### src/rtl/alu_share_sched.sv
// alu_share_sched: round-robin time-shared two-stage chained ALU, z = alu(op2, alu(op1, a, b), c)
// Ports: clk/rst_n (sync active-low reset); req/a/b/c/op1/op2 flattened per requester (slice i = requester i);
//   gnt one-hot grant (combinational); z/z_valid/z_id tagged result; drain/drain_done quiesce handshake; busy.
// Optional build macro ALU_SCHED_STATS_EN adds acc_cnt/stall_cnt saturating counters.
// `N and `OPN normally come from malu.vh; the guarded defaults below keep this file self-contained.
`ifndef N
`define N 8
`endif
`ifndef OPN
`define OPN 3
`endif
module alu_share_sched #(
  parameter int NREQ = 2,
  parameter int IDW = 1
) (
  input  logic                  clk,
  input  logic                  rst_n,
  input  logic [NREQ-1:0]       req,
  input  logic [NREQ*`N-1:0]    a,
  input  logic [NREQ*`N-1:0]    b,
  input  logic [NREQ*`N-1:0]    c,
  input  logic [NREQ*`OPN-1:0]  op1,
  input  logic [NREQ*`OPN-1:0]  op2,
  output logic [NREQ-1:0]       gnt,
  output logic [`N-1:0]         z,
  output logic                  z_valid,
  output logic [IDW-1:0]        z_id,
  input  logic                  drain,
  output logic                  drain_done,
  output logic                  busy
`ifdef ALU_SCHED_STATS_EN
  ,
  output logic [15:0]           acc_cnt,
  output logic [15:0]           stall_cnt
`endif
);
  localparam logic [`OPN-1:0] ALU_ADD = 0, ALU_SUB = 1, ALU_AND = 2, ALU_OR = 3, ALU_XOR = 4;
  typedef enum logic [1:0] {RUN, DRAIN, DONE} state_t;
  function automatic logic [`N-1:0] alu(input logic [`OPN-1:0] op, input logic [`N-1:0] x, input logic [`N-1:0] y);
    case (op)
      ALU_ADD: return x + y;
      ALU_SUB: return x - y;
      ALU_AND: return x & y;
      ALU_OR:  return x | y;
      ALU_XOR: return x ^ y;
      default: return x;
    endcase
  endfunction
  state_t         state_q, state_d;
  logic [IDW-1:0] rr_q, rr_d, gid, id_s1_q, id_s1_d, z_id_q, z_id_d;
  logic           found, acc, s1_v_q, s1_v_d, z_valid_q, z_valid_d, drain_done_q, drain_done_d;
  logic [`N-1:0]  q_q, q_d, c_s1_q, c_s1_d, z_q, z_d;
  logic [`OPN-1:0] op2_s1_q, op2_s1_d;
  always_comb begin
    found = 1'b0;
    gid = '0;
    for (int k = 0; k < NREQ; k++)
      if (!found && req[(int'(rr_q) + k) % NREQ]) begin
        found = 1'b1;
        gid = IDW'((int'(rr_q) + k) % NREQ);
      end
    gnt = (state_q == RUN && !drain && found) ? NREQ'(1) << gid : '0;
    acc = |(req & gnt);
    rr_d = !acc ? rr_q : (gid == IDW'(NREQ - 1)) ? '0 : gid + 1'b1;
    s1_v_d = acc;
    q_d = acc ? alu(op1[gid*`OPN +: `OPN], a[gid*`N +: `N], b[gid*`N +: `N]) : q_q;
    c_s1_d = acc ? c[gid*`N +: `N] : c_s1_q;
    op2_s1_d = acc ? op2[gid*`OPN +: `OPN] : op2_s1_q;
    id_s1_d = acc ? gid : id_s1_q;
    z_valid_d = s1_v_q;
    z_d = s1_v_q ? alu(op2_s1_q, q_q, c_s1_q) : z_q;
    z_id_d = s1_v_q ? id_s1_q : z_id_q;
    // Empty check uses registered valids, so DRAIN always lasts at least one cycle.
    state_d = (state_q == RUN) ? (drain ? DRAIN : RUN) :
              (state_q == DRAIN) ? (!drain ? RUN : (!s1_v_q && !z_valid_q) ? DONE : DRAIN) :
              (drain ? DONE : RUN);
    drain_done_d = state_d == DONE;
  end
`ifdef ALU_SCHED_STATS_EN
  logic [15:0] acc_cnt_q, acc_cnt_d, stall_cnt_q, stall_cnt_d;
  logic        done_entry;
  always_comb begin
    done_entry = state_d == DONE && state_q != DONE;
    acc_cnt_d = done_entry ? '0 : (acc && acc_cnt_q != 16'hFFFF) ? acc_cnt_q + 1'b1 : acc_cnt_q;
    stall_cnt_d = done_entry ? '0 : (|req && !acc && stall_cnt_q != 16'hFFFF) ? stall_cnt_q + 1'b1 : stall_cnt_q;
  end
  always_ff @(posedge clk) begin
    acc_cnt_q <= !rst_n ? '0 : acc_cnt_d;
    stall_cnt_q <= !rst_n ? '0 : stall_cnt_d;
  end
  assign acc_cnt = acc_cnt_q;
  assign stall_cnt = stall_cnt_q;
`endif
  always_ff @(posedge clk) begin
    if (!rst_n) begin
      state_q <= RUN;
      rr_q <= '0;
      s1_v_q <= 1'b0;
      z_valid_q <= 1'b0;
      z_q <= '0;
      z_id_q <= '0;
      drain_done_q <= 1'b0;
      q_q <= '0;
      c_s1_q <= '0;
      op2_s1_q <= '0;
      id_s1_q <= '0;
    end else begin
      state_q <= state_d;
      rr_q <= rr_d;
      s1_v_q <= s1_v_d;
      z_valid_q <= z_valid_d;
      z_q <= z_d;
      z_id_q <= z_id_d;
      drain_done_q <= drain_done_d;
      q_q <= q_d;
      c_s1_q <= c_s1_d;
      op2_s1_q <= op2_s1_d;
      id_s1_q <= id_s1_d;
    end
  end
  assign z = z_q;
  assign z_valid = z_valid_q;
  assign z_id = z_id_q;
  assign drain_done = drain_done_q;
  assign busy = s1_v_q | z_valid_q;
endmodule

### config.mk
export PLATFORM = sky130hd
export DESIGN_NAME = alu_share_sched
export DESIGN_NICKNAME = d
export VERILOG_FILES = /design/src/rtl/alu_share_sched.sv
export SDC_FILE = /design/constraint.sdc
export NUM_CORES = 1
export LEC_CHECK = 0
export CORE_MARGIN = 5
export CORE_UTILIZATION = 52
export CTS_CLUSTER_SIZE = 12
export DETAILED_ROUTE_END_ITERATION = 7
export GPL_TIMING_DRIVEN = 0
export PLACE_DENSITY = 0.82
export REMOVE_ABC_BUFFERS = 1
export SYNTH_ARGS = -nofsm -noshare
export SYNTH_HDL_FRONTEND = slang
export SYNTH_SLANG_ARGS = --single-unit
### constraint.sdc
create_clock -name clk -period 4.8 [get_ports clk]
set_clock_uncertainty 0.1 [all_clocks]
set_input_delay 0.96 -clock clk [delete_from_list [all_inputs] [get_ports clk]]
set_output_delay 0.96 -clock clk [all_outputs]
set_load 0.02 [all_outputs]
==> metrics.txt <==
status completed; Max VDD drop 0.1082 mV; Avg Cell Area, Syn 7.565 um2; number of I/O port buffers 78; num rows 30; H-tree levels 2; Core Box Area 6794 um2; nets 655; RSZ-0062 raised after global routing false; clock power share 19.0%; clock-pin slew on the worst setup and hold paths 0.07 ns; Least-Margin Pin Slew 0.8848 ns; Total Wirelength 10240 um; Slowest cell on crit path clkdlybuf4s50_1; fin crit period 4.584 ns; die area 8738 um2; Syn Std Cell Area 3623 um2; CTS Sinks 35; largest net degree at the start of global routing 41; Fin. Hold Viols 0; Power Internal 0.0007089 W; GRT overflow 0; # diodes 0; switching power 0.0004535 W; Top FF cell, synth dfxtp_1; startpoint types input pin; Setup crit end kind flop; Synth-to-Final Area Change 25.90%; Post-synth EDFFs 0; Final Total Pwr 0.001162 W; Crit Path Class in -> reg; Die W 93.48 um; flops & latches, synth 35; Arr. time, crit path 4.69 ns; via density per instance 5.827; critical path cell sequence clkdlybuf4s50_1 > and2_4 > mux2_2 > nand2_1 > o311ai_0 > xnor2_1 > ha_1 > a21o_1 > a21oi_1 > o22ai_1 > a211oi_1 > xnor3_1 > o31ai_2; Post-CTS Hold Fix Bufs 0; sequential cell area fraction in the yosys report 19.34%; Num CTS Buffers 5; vias in the first global route 3583; share of cells above drive strength 1 6.606%; Starting Density 53.33%; CP max stage delay 0.71 ns; vias 3735; Hold Crit Class reg -> reg; DP Wirelength 7715 um; switching part of the total power 39.02%; register share of total power 30.3%; Critical Path RT 4.91 ns; PD cells 254.8 nW/um2; Max Clk Rate 218.2 MHz; Remaining DRCs 0; Initial DRC Count 158; Comb pwr share 50.7%; Unique masters post-synth 74; root buf cell clkbuf_8; RePlAce Congestion 0.9088; num ports 79; max-cap violations 0; initial antenna violation count 0; fillers 611; later-pin clock latency in the skew report 0.29 ns; Final period util 95.49%; # setup viols final 0; CP Max Fanout 16; dpl cells 633; Slew HR 39.33%; leakage power 1.889 nW; Max Buffers Root-to-Sink 2; die height 93.48 um; TritonRoute pass-1 iters 5; Synth async-reset ratio 0%; gr usage total 23.19%; DR WL/cell 15.98 um; cells after synthesis 479; max-slew violations 0; antenna-violating nets left 0; fin cells 641; first-pass GRT wire length 16530 um; CTS tree done; Synth Warn # 0
==> flip-flops by register name (all words and copies together) (netlist names) <==
register    flops
state_q         2
rr_q            1
s1_v_q          1
drain_done      1
q_q             8
op2_s1_q        3
z_valid         1
z               8
z_id            1
id_s1_q         1
c_s1_q          8
==> power by group through the flow <==
| stage | registers [W] | clock network [W] | logic, W |
|---|---|---|---|
| after floorplan | 0.000355 | 0 | 0.000402 |
| after global placement | 0.000356 | 0 | 0.000556 |
| after detailed placement | 0.000358 | 0 | 0.000575 |
| after CTS | 0.000352 | 0.000224 | 0.000581 |
| after global routing | 0.000357 | 0.000236 | 0.000656 |
| final | 0.000352 | 0.000221 | 0.000589 |
==> logic make-up (layout without fill, tap and decap cells) <==
group | count (synthesis) | in the layout | share of synthesized area, %
AOI/OAI and AO/OA | 143 | 143 | 27.18
xor gates and xnor gates | 23 | 23 | 5.939
adders and majority gates | 45 | 45 | 15.95
buffers and inverters | 63 | 128 | 7.010
DFF | 35 | 35 | 19.34
muxes | 16 | 16 | 5.041
and+or+nand+nor | 154 | 155 | 19.54
==> layer usage <==
metal / track usage [%] / vias up / part of all wire (%)
met5: 0 / - / 0
met1: 28.86 / 1730 / 43
met3: 2.896 / 21 / 6.1
met4: 7.692 / 0 / 2.1
met2: 41.04 / 135 / 49
li1: - / 1849 / -
==> area by class of cell <==
class,count,area (um2),area share [%]
multi-input cells,382,2700,59.19
clock inverters,1,5.005,0.1097
repair buffers,81,803.3,17.61
flip-flops and latches,35,700.7,15.36
inverters,40,150.1,3.291
well taps,96,120.1,2.633
clock buffers,6,82.58,1.810
==> critical path, delay by kind of cell <==
kind                     cells  cell delay, ns
XOR/XNOR                     2            0.44
buffers and inverters        1            0.71
multiplexers                 1            0.50
adder cells (fa/ha/maj)      1            0.37
AND/OR/NAND/NOR              2            0.54
AO/OA/AOI/OAI                6            1.15
==> path summary, 6_finish.rpt <==
| kind | start | to | slack (ns) | cells after the start |
|---|---|---|---|---|
| worst max-delay path | req[1] | q_q[7] | 0.22 | 13 |
| worst min-delay path | z[1] | z[1] | 0.37 | 2 |
| worst max register to register | rr_q | q_q[7] | 1.15 | 13 |
| worst min register to register | z[1] | z[1] | 0.37 | 2 |
==> cell usage in the layout (no fill, tap or decap), types with 3 or more instances in the layout <==
cell and instances:
a211oi_1 3, a21o_1 4, a21oi_1 37, a311oi_1 11
a31oi_1 7, a41oi_1 3, buf_4 3, clkbuf_8 6
clkdlybuf4s50_1 78, dfxtp_1 35, ha_1 43, inv_1 39
mux2i_1 11, nand2_1 59, nand2b_1 5, nand3_1 7
nand3b_1 4, nor2_1 48, nor2b_1 3, nor3_1 8
o21ai_0 27, o221ai_1 5, o22ai_1 12, or2_2 3
xnor2_1 18, xor2_1 4
==> Yosys cell counts (all sizes together), types with 11 or more instances <==
cell	n	area, um2
a311oi	11	96.34
inv	40	150.1
ha	43	538.0
clkbuf	17	63.81
dfxtp	35	700.7
mux2i	14	156.4
a21oi	39	202.7
o22ai	12	75.07
o21ai	29	145.1
nand2	60	232.7
xnor2	18	157.7
nor2	49	186.4
==> metrics by stage <==
stage	setup TNS [ns]	setup slack [ns]	cell area (um2)	hold slack (ns)	utilization, %
2_1_floorplan	0	0.4356	3520	0.3567	-
3_5_place_dp	-1.916	-0.5484	4449	0.3608	65.49
3_3_place_gp	-22.64	-1.712	4420	0.3583	65.06
5_1_grt	0	0.01911	4562	0.4160	67.15
4_1_cts	0	0.05352	4541	0.3723	66.83
6_report	0	0.2165	4562	0.3731	67.15
==> repair_timing <==
| action | CTS | global route |
|---|---|---|
| setup buffers | 0 | 0 |
| endpoints found under the setup margin | 3 | 3 |
| gates cloned | 0 | 1 |
| pin swaps | 0 | 1 |
| resized for setup | 1 | 2 |
Note: power is estimated with default switching activity, not from simulation.
